$ cat config.mk
export PLATFORM = sky130hd
export DESIGN_NAME = pci_bridge_pci_txn_collector_flat
export DESIGN_NICKNAME = d
export VERILOG_FILES = /design/src/rtl/pci_bridge_pkg.sv /design/src/rtl/pci_bridge_pci_txn_collector_if.sv /design/src/rtl/pci_bridge_rec_fifo.sv /design/src/rtl/pci_bridge_pci_txn_collector.sv /design/src/flat_wrapper.sv
export SDC_FILE = /design/constraint.sdc
export NUM_CORES = 1
export LEC_CHECK = 0
export ABC_AREA = 1
export CAP_MARGIN = 30
export CORE_ASPECT_RATIO = 1.5
export CORE_MARGIN = 1.5
export CORE_UTILIZATION = 40
export DETAILED_ROUTE_END_ITERATION = 16
export GPL_ROUTABILITY_DRIVEN = 0
export PLACE_DENSITY = 0.57
export REMOVE_ABC_BUFFERS = 1
export SLEW_MARGIN = 15
export SYNTH_ARGS = -nofsm -noshare
export SYNTH_HDL_FRONTEND = slang
export SYNTH_SLANG_ARGS = --single-unit
export TNS_END_PERCENT = 10
$ cat constraint.sdc
create_clock -name clk -period 14.3 [get_ports clk]
set_input_delay 4.29 -clock clk [delete_from_list [all_inputs] [get_ports clk]]
set_output_delay 4.29 -clock clk [all_outputs]
set_load 0.005 [all_outputs]
$ cat src/rtl/pci_bridge_pkg.sv
// Shared types for the PCI bridge transaction collector: record layout, status codes,
// bus command codes and the phase-tracker state encoding.
package pci_bridge_pkg;

  typedef enum logic [1:0] {
    REC_OK           = 2'd0,
    REC_RETRY        = 2'd1,
    REC_DISCONNECT   = 2'd2,
    REC_MASTER_ABORT = 2'd3
  } pci_rec_status_e;

  typedef struct packed {
    logic [31:0]     addr;
    logic [3:0]      cmd;
    logic [31:0]     data;
    logic [3:0]      be;
    logic            last;
    pci_rec_status_e status;
    logic            perr;
  } pci_beat_rec_t;

  localparam logic [3:0] MEM_RD = 4'h6;
  localparam logic [3:0] MEM_WR = 4'h7;
  localparam logic [3:0] CFG_RD = 4'hA;
  localparam logic [3:0] CFG_WR = 4'hB;

  typedef enum logic [1:0] {
    S_IDLE,
    S_DEVSEL_WAIT,
    S_DATA,
    S_TURN
  } pci_txn_state_e;

  function automatic logic even_par(input logic [31:0] ad, input logic [3:0] cbe);
    return ^{ad, cbe};
  endfunction

endpackage

$ cat src/rtl/pci_bridge_pci_txn_collector_if.sv
// Sampled PCI bus lines plus the outgoing beat-record stream.
// master: bus/consumer side; slave: the collector.
interface pci_bridge_pci_txn_collector_if;
  logic [31:0] AD;
  logic [3:0]  CBE;
  logic        FRAME;
  logic        IRDY;
  logic        TRDY;
  logic        DEVSEL;
  logic        STOP;
  logic        PAR;
  logic        rec_valid;
  logic        rec_ready;
  logic [31:0] rec_addr;
  logic [3:0]  rec_cmd;
  logic [31:0] rec_data;
  logic [3:0]  rec_be;
  logic        rec_last;
  logic [1:0]  rec_status;
  logic        rec_perr;

  modport master (
    output AD, CBE, FRAME, IRDY, TRDY, DEVSEL, STOP, PAR, rec_ready,
    input  rec_valid, rec_addr, rec_cmd, rec_data, rec_be, rec_last, rec_status, rec_perr
  );

  modport slave (
    input  AD, CBE, FRAME, IRDY, TRDY, DEVSEL, STOP, PAR, rec_ready,
    output rec_valid, rec_addr, rec_cmd, rec_data, rec_be, rec_last, rec_status, rec_perr
  );
endinterface

$ cat src/rtl/pci_bridge_rec_fifo.sv
// Synchronous FIFO of beat records; head is presented from storage and zeroed when empty.
module pci_bridge_rec_fifo
  import pci_bridge_pkg::*;
#(
  parameter int DEPTH = 8
) (
  input  logic          clk,
  input  logic          rst,
  input  logic          push,
  input  pci_beat_rec_t push_rec,
  input  logic          pop,
  output pci_beat_rec_t head_rec,
  output logic          full,
  output logic          empty
);
  localparam int AW = $clog2(DEPTH);

  pci_beat_rec_t mem_q [DEPTH];
  logic [AW-1:0] wr_ptr_q, wr_ptr_d, rd_ptr_q, rd_ptr_d;
  logic [AW:0]   cnt_q, cnt_d;
  logic          wr_en, rd_en;

  // A push into a full FIFO is accepted when the head leaves in the same clock.
  always_comb begin
    full     = (cnt_q == (AW+1)'(DEPTH));
    empty    = (cnt_q == '0);
    rd_en    = pop & ~empty;
    wr_en    = push & (~full | rd_en);
    wr_ptr_d = wr_en ? wr_ptr_q + AW'(1) : wr_ptr_q;
    rd_ptr_d = rd_en ? rd_ptr_q + AW'(1) : rd_ptr_q;
    cnt_d    = cnt_q + (AW+1)'(wr_en) - (AW+1)'(rd_en);
    head_rec = empty ? '0 : mem_q[rd_ptr_q];
  end

  always_ff @(posedge clk) begin
    if (rst) begin
      wr_ptr_q <= '0;
      rd_ptr_q <= '0;
      cnt_q    <= '0;
    end else begin
      wr_ptr_q <= wr_ptr_d;
      rd_ptr_q <= rd_ptr_d;
      cnt_q    <= cnt_d;
    end
  end

  always_ff @(posedge clk) begin
    if (wr_en && !rst) mem_q[wr_ptr_q] <= push_rec;
  end
endmodule

$ cat src/rtl/pci_bridge_pci_txn_collector.sv
// PCI bus-phase tracker emitting one record per data beat through a buffered stream.
// Optional parity checking: define PCI_BRIDGE_PARITY_CHECK_EN (adds one clock of push latency).
module pci_bridge_pci_txn_collector
  import pci_bridge_pkg::*;
#(
  parameter int FIFO_DEPTH     = 8,
  parameter int DEVSEL_TIMEOUT = 5,
  parameter int CNT_W          = 16
) (
  input  logic                            clk,
  input  logic                            RST,
  pci_bridge_pci_txn_collector_if.slave   bus,
  output logic [CNT_W-1:0]                beat_cnt,
  output logic [CNT_W-1:0]                ovf_cnt,
  output logic                            busy
);
  localparam int TMO_W = $clog2(DEVSEL_TIMEOUT + 1);

  pci_txn_state_e   state_q, state_d;
  logic             prev_frame_q, prev_frame_d;
  logic [31:0]      addr_q, addr_d;
  logic [3:0]       cmd_q, cmd_d;
  logic [TMO_W-1:0] tmo_q, tmo_d;
  logic             seen_q, seen_d;
  logic [CNT_W-1:0] beat_cnt_q, beat_cnt_d;
  logic [CNT_W-1:0] ovf_cnt_q, ovf_cnt_d;
  logic             addr_phase, data_eval, xfer, new_push;
  pci_beat_rec_t    new_rec, fifo_rec, head_rec;
  logic             fifo_push, full, empty, pop;

  always_comb begin
    state_d      = state_q;
    prev_frame_d = bus.FRAME;
    addr_d       = addr_q;
    cmd_d        = cmd_q;
    tmo_d        = tmo_q;
    seen_d       = seen_q;
    beat_cnt_d   = beat_cnt_q;
    addr_phase   = 1'b0;
    data_eval    = 1'b0;
    xfer         = ~bus.IRDY & ~bus.TRDY;
    new_push     = 1'b0;
    new_rec      = '0;
    case (state_q)
      S_IDLE: begin
        if (!bus.FRAME && prev_frame_q) begin
          addr_phase = 1'b1;
          addr_d     = bus.AD;
          cmd_d      = bus.CBE;
          tmo_d      = TMO_W'(DEVSEL_TIMEOUT);
          seen_d     = 1'b0;
          state_d    = S_DEVSEL_WAIT;
        end
      end
      S_DEVSEL_WAIT: begin
        // DEVSEL# on this clock means it is already a data clock (fast decode).
        if (!bus.DEVSEL) begin
          state_d   = S_DATA;
          data_eval = 1'b1;
        end else if (tmo_q <= TMO_W'(1)) begin
          new_push       = 1'b1;
          new_rec.addr   = addr_q;
          new_rec.cmd    = cmd_q;
          new_rec.last   = 1'b1;
          new_rec.status = REC_MASTER_ABORT;
          state_d        = S_TURN;
        end else begin
          tmo_d = tmo_q - TMO_W'(1);
        end
      end
      S_DATA:  data_eval = 1'b1;
      S_TURN:  if (bus.FRAME && bus.IRDY) state_d = S_IDLE;
      default: state_d = S_IDLE;
    endcase

    if (data_eval) begin
      if (xfer) begin
        new_push       = 1'b1;
        new_rec.addr   = addr_q;
        new_rec.cmd    = cmd_q;
        new_rec.data   = bus.AD;
        new_rec.be     = ~bus.CBE;
        new_rec.last   = bus.FRAME | ~bus.STOP;
        new_rec.status = bus.STOP ? REC_OK : REC_DISCONNECT;
        addr_d         = addr_q + 32'd4;
        beat_cnt_d     = beat_cnt_q + CNT_W'(1);
        seen_d         = 1'b1;
        if (bus.FRAME || !bus.STOP) state_d = S_TURN;
      end else if (!bus.STOP && !bus.IRDY) begin
        new_push       = 1'b1;
        new_rec.addr   = addr_q;
        new_rec.cmd    = cmd_q;
        new_rec.last   = 1'b1;
        new_rec.status = seen_q ? REC_DISCONNECT : REC_RETRY;
        state_d        = S_TURN;
      end
    end
  end

  always_ff @(posedge clk) begin
    if (RST) begin
      state_q      <= S_IDLE;
      prev_frame_q <= 1'b1;
      addr_q       <= '0;
      cmd_q        <= '0;
      tmo_q        <= '0;
      seen_q       <= 1'b0;
      beat_cnt_q   <= '0;
      ovf_cnt_q    <= '0;
    end else begin
      state_q      <= state_d;
      prev_frame_q <= prev_frame_d;
      addr_q       <= addr_d;
      cmd_q        <= cmd_d;
      tmo_q        <= tmo_d;
      seen_q       <= seen_d;
      beat_cnt_q   <= beat_cnt_d;
      ovf_cnt_q    <= ovf_cnt_d;
    end
  end

`ifdef PCI_BRIDGE_PARITY_CHECK_EN
  // Records wait one clock in a pending slot so PAR for their phase can be folded in.
  logic          pend_valid_q, pend_valid_d;
  pci_beat_rec_t pend_rec_q, pend_rec_d;
  logic          pend_chk_q, pend_chk_d;
  logic          pend_par_q, pend_par_d;
  logic          addr_chk_q, addr_chk_d;
  logic          addr_par_q, addr_par_d;
  logic          addr_perr_q, addr_perr_d;

  always_comb begin
    pend_valid_d = new_push;
    pend_rec_d   = new_rec;
    pend_chk_d   = data_eval & xfer;
    pend_par_d   = even_par(bus.AD, bus.CBE);
    addr_chk_d   = addr_phase;
    addr_par_d   = addr_phase ? even_par(bus.AD, bus.CBE) : addr_par_q;
    addr_perr_d  = addr_phase ? 1'b0 : (addr_perr_q | (addr_chk_q & (bus.PAR != addr_par_q)));
    fifo_push    = pend_valid_q;
    fifo_rec     = pend_rec_q;
    fifo_rec.perr = addr_perr_q | (pend_chk_q & (bus.PAR != pend_par_q));
  end

  always_ff @(posedge clk) begin
    if (RST) begin
      pend_valid_q <= 1'b0;
      pend_rec_q   <= '0;
      pend_chk_q   <= 1'b0;
      pend_par_q   <= 1'b0;
      addr_chk_q   <= 1'b0;
      addr_par_q   <= 1'b0;
      addr_perr_q  <= 1'b0;
    end else begin
      pend_valid_q <= pend_valid_d;
      pend_rec_q   <= pend_rec_d;
      pend_chk_q   <= pend_chk_d;
      pend_par_q   <= pend_par_d;
      addr_chk_q   <= addr_chk_d;
      addr_par_q   <= addr_par_d;
      addr_perr_q  <= addr_perr_d;
    end
  end
`else
  always_comb begin
    fifo_push = new_push;
    fifo_rec  = new_rec;
  end
`endif

  always_comb begin
    ovf_cnt_d = ovf_cnt_q;
    if (fifo_push && full && !pop && !(&ovf_cnt_q)) ovf_cnt_d = ovf_cnt_q + CNT_W'(1);
  end

  assign pop = ~empty & bus.rec_ready;

  pci_bridge_rec_fifo #(.DEPTH(FIFO_DEPTH)) u_fifo (
    .clk      (clk),
    .rst      (RST),
    .push     (fifo_push),
    .push_rec (fifo_rec),
    .pop      (pop),
    .head_rec (head_rec),
    .full     (full),
    .empty    (empty)
  );

  assign bus.rec_valid  = ~empty;
  assign bus.rec_addr   = head_rec.addr;
  assign bus.rec_cmd    = head_rec.cmd;
  assign bus.rec_data   = head_rec.data;
  assign bus.rec_be     = head_rec.be;
  assign bus.rec_last   = head_rec.last;
  assign bus.rec_status = head_rec.status;
  assign bus.rec_perr   = head_rec.perr;
  assign beat_cnt       = beat_cnt_q;
  assign ovf_cnt        = ovf_cnt_q;
  assign busy           = (state_q != S_IDLE);
endmodule

$ cat src/flat_wrapper.sv
// flat-port wrapper written by rule: the top's interface ports become plain ports
module pci_bridge_pci_txn_collector_flat import pci_bridge_pkg::*;
#(
  parameter int FIFO_DEPTH     = 8,
  parameter int DEVSEL_TIMEOUT = 5,
  parameter int CNT_W          = 16
)
  (clk, RST, beat_cnt, ovf_cnt, busy, bus_AD, bus_CBE, bus_FRAME, bus_IRDY, bus_TRDY, bus_DEVSEL, bus_STOP, bus_PAR, bus_rec_ready, bus_rec_valid, bus_rec_addr, bus_rec_cmd, bus_rec_data, bus_rec_be, bus_rec_last, bus_rec_status, bus_rec_perr);
  pci_bridge_pci_txn_collector_if bus_i ();
  input  logic clk;
  input  logic RST;
  output logic [CNT_W-1:0] beat_cnt;
  output logic [CNT_W-1:0] ovf_cnt;
  output logic busy;
  input wire logic [$bits(bus_i.AD)-1:0] bus_AD;
  input wire logic [$bits(bus_i.CBE)-1:0] bus_CBE;
  input wire logic [$bits(bus_i.FRAME)-1:0] bus_FRAME;
  input wire logic [$bits(bus_i.IRDY)-1:0] bus_IRDY;
  input wire logic [$bits(bus_i.TRDY)-1:0] bus_TRDY;
  input wire logic [$bits(bus_i.DEVSEL)-1:0] bus_DEVSEL;
  input wire logic [$bits(bus_i.STOP)-1:0] bus_STOP;
  input wire logic [$bits(bus_i.PAR)-1:0] bus_PAR;
  input wire logic [$bits(bus_i.rec_ready)-1:0] bus_rec_ready;
  output wire logic [$bits(bus_i.rec_valid)-1:0] bus_rec_valid;
  output wire logic [$bits(bus_i.rec_addr)-1:0] bus_rec_addr;
  output wire logic [$bits(bus_i.rec_cmd)-1:0] bus_rec_cmd;
  output wire logic [$bits(bus_i.rec_data)-1:0] bus_rec_data;
  output wire logic [$bits(bus_i.rec_be)-1:0] bus_rec_be;
  output wire logic [$bits(bus_i.rec_last)-1:0] bus_rec_last;
  output wire logic [$bits(bus_i.rec_status)-1:0] bus_rec_status;
  output wire logic [$bits(bus_i.rec_perr)-1:0] bus_rec_perr;
  assign bus_i.AD = bus_AD;
  assign bus_i.CBE = bus_CBE;
  assign bus_i.FRAME = bus_FRAME;
  assign bus_i.IRDY = bus_IRDY;
  assign bus_i.TRDY = bus_TRDY;
  assign bus_i.DEVSEL = bus_DEVSEL;
  assign bus_i.STOP = bus_STOP;
  assign bus_i.PAR = bus_PAR;
  assign bus_i.rec_ready = bus_rec_ready;
  assign bus_rec_valid = bus_i.rec_valid;
  assign bus_rec_addr = bus_i.rec_addr;
  assign bus_rec_cmd = bus_i.rec_cmd;
  assign bus_rec_data = bus_i.rec_data;
  assign bus_rec_be = bus_i.rec_be;
  assign bus_rec_last = bus_i.rec_last;
  assign bus_rec_status = bus_i.rec_status;
  assign bus_rec_perr = bus_i.rec_perr;
  pci_bridge_pci_txn_collector #(.FIFO_DEPTH(FIFO_DEPTH), .DEVSEL_TIMEOUT(DEVSEL_TIMEOUT), .CNT_W(CNT_W)) u_core (.clk(clk), .RST(RST), .bus(bus_i), .beat_cnt(beat_cnt), .ovf_cnt(ovf_cnt), .busy(busy));
endmodule
==> summary.md <==
| Metric | Value |
|---|---|
| LEAKAGE | `11.9 nW` |
| Clk buf depth | `3` |
| Commonest cells in the netlist | `751 x nor2_1, 600 x edfxtp_1, 265 x o21ai_0, 212 x nand2_1, 150 x o32ai_1` |
| Final Cycle Share | `58.8%` |
| FF-to-FF End | `u_core.u_fifo.mem_q[3][13]$_DFFE_PP_` |
| All-Layer GR Usage | `21.0%` |
| H-Tree Depth | `3` |
| Clk_lat worst skew | `0.60 ns` |
| Area contributors post-synth | `edfxtp_1 62%, nor2_1 9.7%, dfxtp_1 6.1%` |
| Crit start category | `flip-flop` |
| Final hold viol count | `0` |
| Cell Area, Synth | `29000 sq um` |
| Crit-path max cell delay | `a little over 0.7 ns` |
| Clock Tree Root | `clkbuf_16` |
| CTS Hold Buffers Added | `0` |
| Area of the multi-input gates | `approximately 8100 sq um` |
| Synth-to-Final Area Change | `16.0%` |
| Cells after Synth | `about 2600` |
| Ports | `roughly 160` |
| Most frequent cell after synthesis | `nor2_1` |
| Fin worst setup slack | `5.89 ns` |
| FF-to-FF path depth | `12` |
| Leading area contributor after synthesis | `edfxtp_1` |
| Nets | `2814` |
| Status | `complete, no violations` |
| CP top delay family | `buffers and inverters` |
| CTS tree | `yes` |
| Worst Max-Slew Pin Slew | `0.993 ns` |
| Syn Area/Cell | `11.0 sq um` |
| Pwr Density | `168 nW/um^2` |
| CP bufs+invs | `4` |
| Largest net degree at the start of global routing | `123` |
| Via Count | `20600` |
| Ant. Diodes | `0` |
| Clock sinks | `688` |
| Xor/xnor cell area share of the yosys netlist | `less than 1%` |
| RSZ-0062 raised after global routing | `no` |
| #FFs+latches synth | `688` |
| 1st-pass router iterations | `7` |
| Postcts setup bufs | `0` |
| Clk slew on worst S/H paths | `0.06 ns` |
| R2r setup slk | `between 9 and 10 ns` |
| Routed len/inst | `21.3 microns` |
| Post-synthesis sequential area ratio | `68.1%` |
| Max cap viols | `0` |
| Post-synthesis adder-cell area fraction | `less than 1%` |
| Simple-Gate Fraction of Synth Area | `14.7%` |
| Synth warn | `0` |
| Multiplexer share of the synthesized area | `0%` |
| Core box area | `71600 sq um` |
| First-pass GRT wire length | `about 120 mm` |
| HP Class | `reg -> reg` |
| CP arrival | `slightly above 4 ns` |
| WL final | `around 80 mm` |
| Initial Util | `40.5%` |
| Worst Clk Skew | `0.0246 ns` |
| Seq. cell area | `19800 sq um` |
| Setup crit end kind | `output pin` |
| Die area | `74200 sq um` |
| Die span in y | `333 microns` |
| Grt total ovfl | `0` |
| Post-synth ARST share | `0%` |
| Total power | `about 5.7 mW` |
| Share of layout cells above drive strength 1 | `6.04%` |
| Maximum vdd drop | `0.0000790 V` |
| Fillers | `about 6400` |
| Crit Path Class | `reg -> out` |
| Vias per cell | `~5.6` |
| Final Instance Area | `33700 sq um` |
| Synth top area share | `62.1%` |
| I/O Buffers | `152` |
| Crit path cell chain | `buf_4, buf_4, buf_16, nor2_1, o32ai_1, o21ai_0, nor2_1, clkdlybuf4s50_1` |
| Final ANT Viol Nets | `0` |
| Rel. slew slack | `around 34%` |
| Fmax | `0.119 GHz` |
| Setup violators final | `0` |
| Critical Path RT | `10.01 ns` |
| Placed inst area | `31500 sq um` |
| TritonCTS buffer count | `66` |
| DRC Markers | `0` |
| Post-route minimum period | `8.41 ns` |
| Worst r2r src | `u_core.u_fifo.cnt_q[2]$_SDFF_PP0_` |
| CP Depth | `8` |
| Post-place setup slack | `5.71 ns` |
| Antenna violations before repair | `0` |
| Die W | `between 200 and 250 microns` |
| Primary FF master, synth | `edfxtp_1` |
| Main combinational cell family by area after synthesis | `simple AND/OR/NAND/NOR gates` |
| Setup TNS | `0 ns` |
| Row cnt | `120` |
| Slew Viols, Final | `0` |
| Initial DRC count | `approximately 1600` |
| Post-synth cell types | `45` |
| Vias in the first global route | `20600` |
| Cts repair resizes | `0` |
| Number of flops mapped to enable cells by yosys | `600` |
| Synth Area in Compound Gates | `11.5%` |
| Slowest CP cell | `buf_4` |
| DP HPWL | `44.7 mm` |
| CP endpoint | `bus_rec_addr[15]` |
| Maximum fanout along the worst path | `between 90 and 100` |
==> worst min-delay path by stage <==
stage	startpoint	endpoint	cells past startpoint
floorplan	u_core.addr_q[0]$_SDFFE_PP0N_	u_core.addr_q[0]$_SDFFE_PP0N_	2
global placement	u_core.addr_q[0]$_SDFFE_PP0N_	u_core.addr_q[0]$_SDFFE_PP0N_	2
detailed placement	u_core.cmd_q[2]$_SDFFE_PP0P_	u_core.cmd_q[2]$_SDFFE_PP0P_	2
CTS	u_core.addr_q[0]$_SDFFE_PP0N_	u_core.addr_q[0]$_SDFFE_PP0N_	2
global route	u_core.addr_q[0]$_SDFFE_PP0N_	u_core.addr_q[0]$_SDFFE_PP0N_	2
finish	u_core.addr_q[1]$_SDFFE_PP0N_	u_core.addr_q[1]$_SDFFE_PP0N_	2
==> registers in the layout, indices dropped and copies added (netlist names), named ones only <==
| name | cells |
|---|---|
| u_core.u_fifo.rd_ptr_q | 3 |
| u_core.tmo_q | 3 |
| u_core.u_fifo.wr_ptr_q | 3 |
| u_core.state_q | 2 |
| u_core.cmd_q | 4 |
| u_core.u_fifo.mem_q | 600 |
| u_core.ovf_cnt | 16 |
| u_core.seen_q | 1 |
| u_core.beat_cnt | 16 |
| u_core.addr_q | 32 |
| u_core.prev_frame_q | 1 |
| u_core.u_fifo.cnt_q | 4 |
==> cell type report <==
type | count | area share (%)
Clock buffer | 87 | 5.35
Timing Repair Buffer | 194 | 5.82
Sequential cell | 688 | 58.7
Inverter | 147 | 1.67
Multi-Input combinational cell | 1654 | 24.1
Clock inverter | 28 | 0.958
Tap cell | 915 | 3.40
==> kinds of logic after synthesis <==
family | Yosys count
other | 1
buffers and inverters | 306
XOR/XNOR | 20
AND/OR/NAND/NOR | 1076
adder cells (fa/ha/maj) | 18
flip-flops | 688
AO/OA/AOI/OAI | 539
==> worst reg2reg max path, cell delays in order, from the launching register on <==
cell,delay (ns)
dfxtp_1,0.31
inv_1,0.06
ha_1,0.23
nand3_4,0.36
buf_4,0.73
nand2_1,0.21
inv_1,0.26
nor2_2,0.11
nor2_2,0.24
nand2_1,0.26
nor3_2,0.16
buf_4,0.56
buf_4,0.78
==> routing by layer <==
layer | track usage, % | routed length, microns | up-vias
met2 | 36.4 | 39400 | 681
met4 | 8.74 | 2650 | 0
met1 | 26.0 | 32300 | 10200
li1 | - | - | 9544
met3 | 3.52 | 4660 | 157
met5 | 0 | 0 | -
==> power breakdown <==
part / total (mW) / switching [mW] / internal, mW
sequential: 2.31 / 0.0521 / 2.26
clock: 1.74 / 0.731 / 1.01
combinational: 1.60 / 0.967 / 0.638
==> cells in the final DEF, fill, tap and decap left out, types with 20 or more instances in the layout <==
master           instances
nor2_1                 744
edfxtp_1               600
o21ai_0                265
nand2_1                211
clkdlybuf4s50_1        151
o32ai_1                150
inv_1                  142
dfxtp_1                 85
a21oi_1                 73
clkbuf_16               68
nand3_1                 51
buf_4                   34
nor3_1                  21
o21ai_1                 20
==> per-stage QoR <==
step / std cells / hold WS, ns / utilization, %
2_1_floorplan: 2489 / 0.432 / -
3_3_place_gp: 3590 / 0.443 / 43.8
3_5_place_dp: 3595 / 0.452 / 44.0
4_1_cts: 3710 / 0.460 / 47.0
5_1_grt: 3713 / 0.482 / 47.0
6_report: 3713 / 0.461 / 47.0
No activity file was read; power rests on OpenSTA's default activity.
==> RTL edit 1: new RTL, same settings <==
`FIFO_DEPTH` is set to 8 in 2 places; all go to 4.
--- a/src/rtl/pci_bridge_pci_txn_collector.sv
+++ b/src/rtl/pci_bridge_pci_txn_collector.sv
@@ -4,5 +4,5 @@
   import pci_bridge_pkg::*;
 #(
-  parameter int FIFO_DEPTH     = 8,
+  parameter int FIFO_DEPTH     = 4,
   parameter int DEVSEL_TIMEOUT = 5,
   parameter int CNT_W          = 16
--- a/src/flat_wrapper.sv
+++ b/src/flat_wrapper.sv
@@ -2,5 +2,5 @@
 module pci_bridge_pci_txn_collector_flat import pci_bridge_pkg::*;
 #(
-  parameter int FIFO_DEPTH     = 8,
+  parameter int FIFO_DEPTH     = 4,
   parameter int DEVSEL_TIMEOUT = 5,
   parameter int CNT_W          = 16
Formal check against the unedited RTL: no difference found for any inputs over 4 cycles, from zero or initial values and one cycle with RST high; that may be too few to reach the edited logic, so the function may still have changed.
==> RTL edit 1 against the original RTL <==
Synthesized area down 40%. Cell area down 39%. Total power down 43%. Setup slack better by 0.63 ns. Synthesized cell count down 31%. Routed wire length down 44%. Fmax up 8.1%. Sequential cell count down 304. Utilization up 0.96 points.
==> RTL edit 1: results (changes against the original RTL) <==
| Metric | Value |
|---|---|
| Reg2reg end | u_core.u_fifo.mem_q[1][15] |
| DPL Wire Length | 26,200 um (-41%) |
| Max Clock Skew | 0.0189 ns (-0.00571 ns) |
| Outcome | finished, final reports clean |
| Placed Instance Area | 19,300 um^2 (-39%) |
| Top area cells in the synthesized netlist | edfxtp_1 52%, dfxtp_1 9.7%, nor2_1 9.2%, nand2_1 5.6%, o21ai_0 5.6% |
| Global-route wire length before repair | 69,800 um (-42%) |
| Slew @ Worst Pin | 0.930 ns (-0.0632 ns) |
| Fillers | 4,036 (-36%) |
| Nets | 2,008 (-29%) |
| Critical path data arrival time | 3.49 ns (-0.63 ns) |
| Synth Area in Compound Gates | 11.4% (-0.13 points) |
| Post-synthesis sequential area ratio | 61.8% (-6.3 points) |
| Adder-cell share of the synthesized area | 1.20% (+0.40 points) |
| Lkg Pwr | 7.30 nW (-39%) |
| Post-Synth XOR/XNOR Area | 1.32% (+0.71 points) |
| # H-tree levels | 2 (-1) |
| Critical path endpoint | bus_rec_addr[24] |
| Finished Layout Cells | 2,546 (-31%) |
| CP max FO | 78 (-14%) |
| CTS Buf Count | 37 (-44%) |
| Max_cap viols | 0 (unchanged) |
| Number of synthesized flops with an enable pin | 300 (-50%) |
| 1st-iter DRT viols | 775 (-52%) |
| Cells after Synth | 1,830 (-31%) |
| FF-to-FF Start | u_core.state_q[1] |
| Post-Route WL | 44,500 um (-44%) |
| Detailed Routing Iterations Pass 1 | 6 (-1) |
| Layout area overhead | 18.8% |
| Largest net degree at the start of global routing | 81 (-34%) |
| Worst vdd ir | 0.0951 mV (+20%) |
| Distinct cell type count after synthesis | 44 (-2.2%) |
| Vias in the first global route | 13,100 (-36%) |
| Clock Latency Late Sink | 0.54 ns (-0.06 ns) |
| Post-synth top cells | 422 x nor2_1, 300 x edfxtp_1, 259 x nand2_1, 194 x o21ai_0, 148 x a21oi_1 |
| All-Layer GR Usage | 19.9% (-1.1 points) |
| Layout cells sized above 1 | 6.73% (+0.69 points) |
RTL edit 1: cell types whose count changed after synthesis, sizes merged, moves of 51 or more:
| cell | unedited run | this run |
|---|---|---|
| edfxtp | 600 | 300 |
| clkbuf | 109 | 58 |
| o21ai | 285 | 196 |
| o32ai | 150 | 0 |
| nand2 | 217 | 275 |
| nor2 | 758 | 427 |
| a21oi | 73 | 158 |
RTL edit 1: logic make-up (layout without fill, tap and decap cells):
group,Yosys count,after routing
other cells,1,1
compound gates,376,376
simple gates,788,788
fa+ha+maj,16,16
xor+xnor,26,26
buf+inv,239,385
flops,384,384
RTL edit 1: how the worst min path moves through the flow:
stage / start / to / slack [ns] / depth (start not counted)
floorplan: u_core.cmd_q[0] / u_core.cmd_q[0] / 0.44 / 2
global placement: u_core.u_fifo.rd_ptr_q[1] / flip-flop / 0.44 / 2
detailed placement: u_core.u_fifo.rd_ptr_q[1] / flip-flop / 0.45 / 2
CTS: u_core.u_fifo.rd_ptr_q[1] / flip-flop / 0.47 / 2
global route: u_core.u_fifo.rd_ptr_q[1] / flip-flop / 0.49 / 2
finish: u_core.u_fifo.rd_ptr_q[1] / flip-flop / 0.46 / 2
RTL edit 1: layer usage:
| layer | share of wire [%] | global-route usage (%) | vias to the layer above |
|---|---|---|---|
| met5 | 0 | 0 | - |
| met4 | 3.0 | 7.05 | 0 |
| met3 | 5.1 | 3.49 | 85 |
| met2 | 51 | 36.8 | 313 |
| met1 | 41 | 23.0 | 6142 |
| li1 | - | - | 6362 |
RTL edit 1: layout make-up:
class,count,share of cell area [%]
Timing Repair Buffer,173,8.24
Multi-Input combinational cell,1207,27.6
Sequential cell,384,52.0
Inverter,144,2.66
Tap cell,570,3.47
Clock buffer,48,5.10
Clock inverter,20,0.931
RTL edit 1: critical path: stages, from the launching register on:
cell and delay (ns):
dfxtp_4 0.92, buf_4 0.80, nor2_1 0.12, nor2_1 0.10, o21ai_0 0.08, a21oi_1 0.30
clkdlybuf4s50_1 0.56
RTL edit 1: metrics by stage:
stage | hold WS [ns] | power [mW] | setup slack [ns]
CTS | 0.467 | 3.28 | 6.44
global route | 0.490 | 3.42 | 6.22
detailed placement | 0.454 | 2.29 | 5.99
global placement | 0.439 | 2.27 | 5.99
floorplan | 0.439 | 1.80 | 4.69
finish | 0.461 | 3.24 | 6.52
RTL edit 1: report_power, final:
group          internal, mW  total, mW  switching [mW]
registers              1.27       1.35          0.0788
logic                 0.384      0.897           0.513
clock network         0.562      0.986           0.425
total                  2.22       3.24            1.02
==> RTL edit 2: new RTL, same settings <==
Made on the original files. Encoding of `pci_txn_state_e`: now one-hot (4 bits for 4 states).
--- a/src/rtl/pci_bridge_pkg.sv
+++ b/src/rtl/pci_bridge_pkg.sv
@@ -25,9 +25,9 @@
   localparam logic [3:0] CFG_WR = 4'hB;
 
-  typedef enum logic [1:0] {
-    S_IDLE,
-    S_DEVSEL_WAIT,
-    S_DATA,
-    S_TURN
+  typedef enum logic [3:0] {
+    S_IDLE        = 4'b0001,
+    S_DEVSEL_WAIT = 4'b0010,
+    S_DATA        = 4'b0100,
+    S_TURN        = 4'b1000
   } pci_txn_state_e;
 
Behaviour: same outputs for any inputs over 4 cycles, from zero or initial values and one cycle with RST high; so few cycles prove little.
==> RTL edit 2 against the original RTL <==
Routed wire length fell by 0.14%. Total power fell by 5.0%. Cell area rose by 0.48%. Sequential cell count rose by 2. Sequential share of layout area fell by 0.16 points. Setup slack got worse by 0.55 ns. Synthesized area rose by 0.82%. Fmax fell by 6.1%. Critical endpoint is now u_core.u_fifo.mem_q[1][27].
==> RTL edit 2: results (changes against the original RTL) <==
| Metric | Value |
|---|---|
| Placed Instance Area | 31,500 um^2 (+0.13%) |
| 1st-iter DRT viols | 1,758 (+9.1%) |
| Worst vdd ir | 0.117 mV (+48%) |
| Non-clk buf share | 5.80% (-0.028 points) |
| Max Clock Skew | 0.0245 ns (-0.0000558 ns) |
| CP max stage cell | nor2_4 |
| Detailed Routing Iterations Pass 1 | 8 (+1) |
| Cell family with most CP delay | simple AND/OR/NAND/NOR gates |
| Layout cells sized above 1 | 6.46% (+0.42 points) |
| Global-route wire length before repair | 119,000 um (-0.55%) |
| Outcome | finished, final reports clean |
| Top area cells in the synthesized netlist | edfxtp_1 62%, nor2_1 9.4%, dfxtp_1 6.2%, o32ai_1 4.5%, o21ai_0 4.3% |
| Slew @ Worst Pin | 1.03 ns (+0.0398 ns) |
| Fillers | 6,425 (+1.1%) |
| Hold Startpoint | u_core.u_fifo.rd_ptr_q[2] |
| FF-to-FF Start | u_core.state_q[3] |
| Buffers, non-clock | 188 (-3.1%) |
| Multi-input gates | 1,665 (+0.67%) |
| Placed cell count | 3,612 (+0.47%) |
| # clk buffers | 83 (-4.6%) |
| TAP cells | 922 (+0.77%) |
| Vias in the first global route | 20,600 (-0.092%) |
| CTS Buf Count | 67 (+1.5%) |
| Fraction of area in registers | 58.6% (-0.16 points) |
| Post-synthesis sequential area ratio | 67.7% (-0.42 points) |
| Pre-CTS setup slack | 4.61 ns (-1.09 ns) |
| Critical Path Sink Type | flip-flop |
| Reg2reg path depth | 11 (-1) |
| Largest net degree at the start of global routing | 150 (+22%) |
| Final WS setup | 5.35 ns (-0.547 ns) |
==> RTL edit 2: cell types whose count changed in the layout (fill, tap and decap cells not counted), moves of 7 or more <==
| cell | unedited run | this run |
|---|---|---|
| o211ai_1 | 16 | 2 |
| buf_4 | 34 | 25 |
| o21ai_1 | 20 | 40 |
| xor2_1 | 12 | 19 |
| nor2_1 | 744 | 723 |
| nand2_1 | 211 | 222 |
| o21ai_0 | 265 | 251 |
==> RTL edit 2: power breakdown <==
part           leakage, nW  total, mW  switching [mW]  internal (mW)
registers             6.33       2.22          0.0353           2.18
clock network         1.05       1.74           0.755          0.987
logic                 4.30       1.41           0.833          0.581
==> RTL edit 2: per-layer routing <==
layer | routed length (um) | global-route usage [%] | part of all wire, % | up-vias
li1 | - | - | - | 9601
met1 | 32000 | 25.9 | 41 | 10200
met2 | 39200 | 35.9 | 50 | 737
met3 | 5060 | 3.29 | 6.4 | 144
met4 | 2610 | 8.68 | 3.3 | 2
met5 | 17 | 0 | 0.022 | -
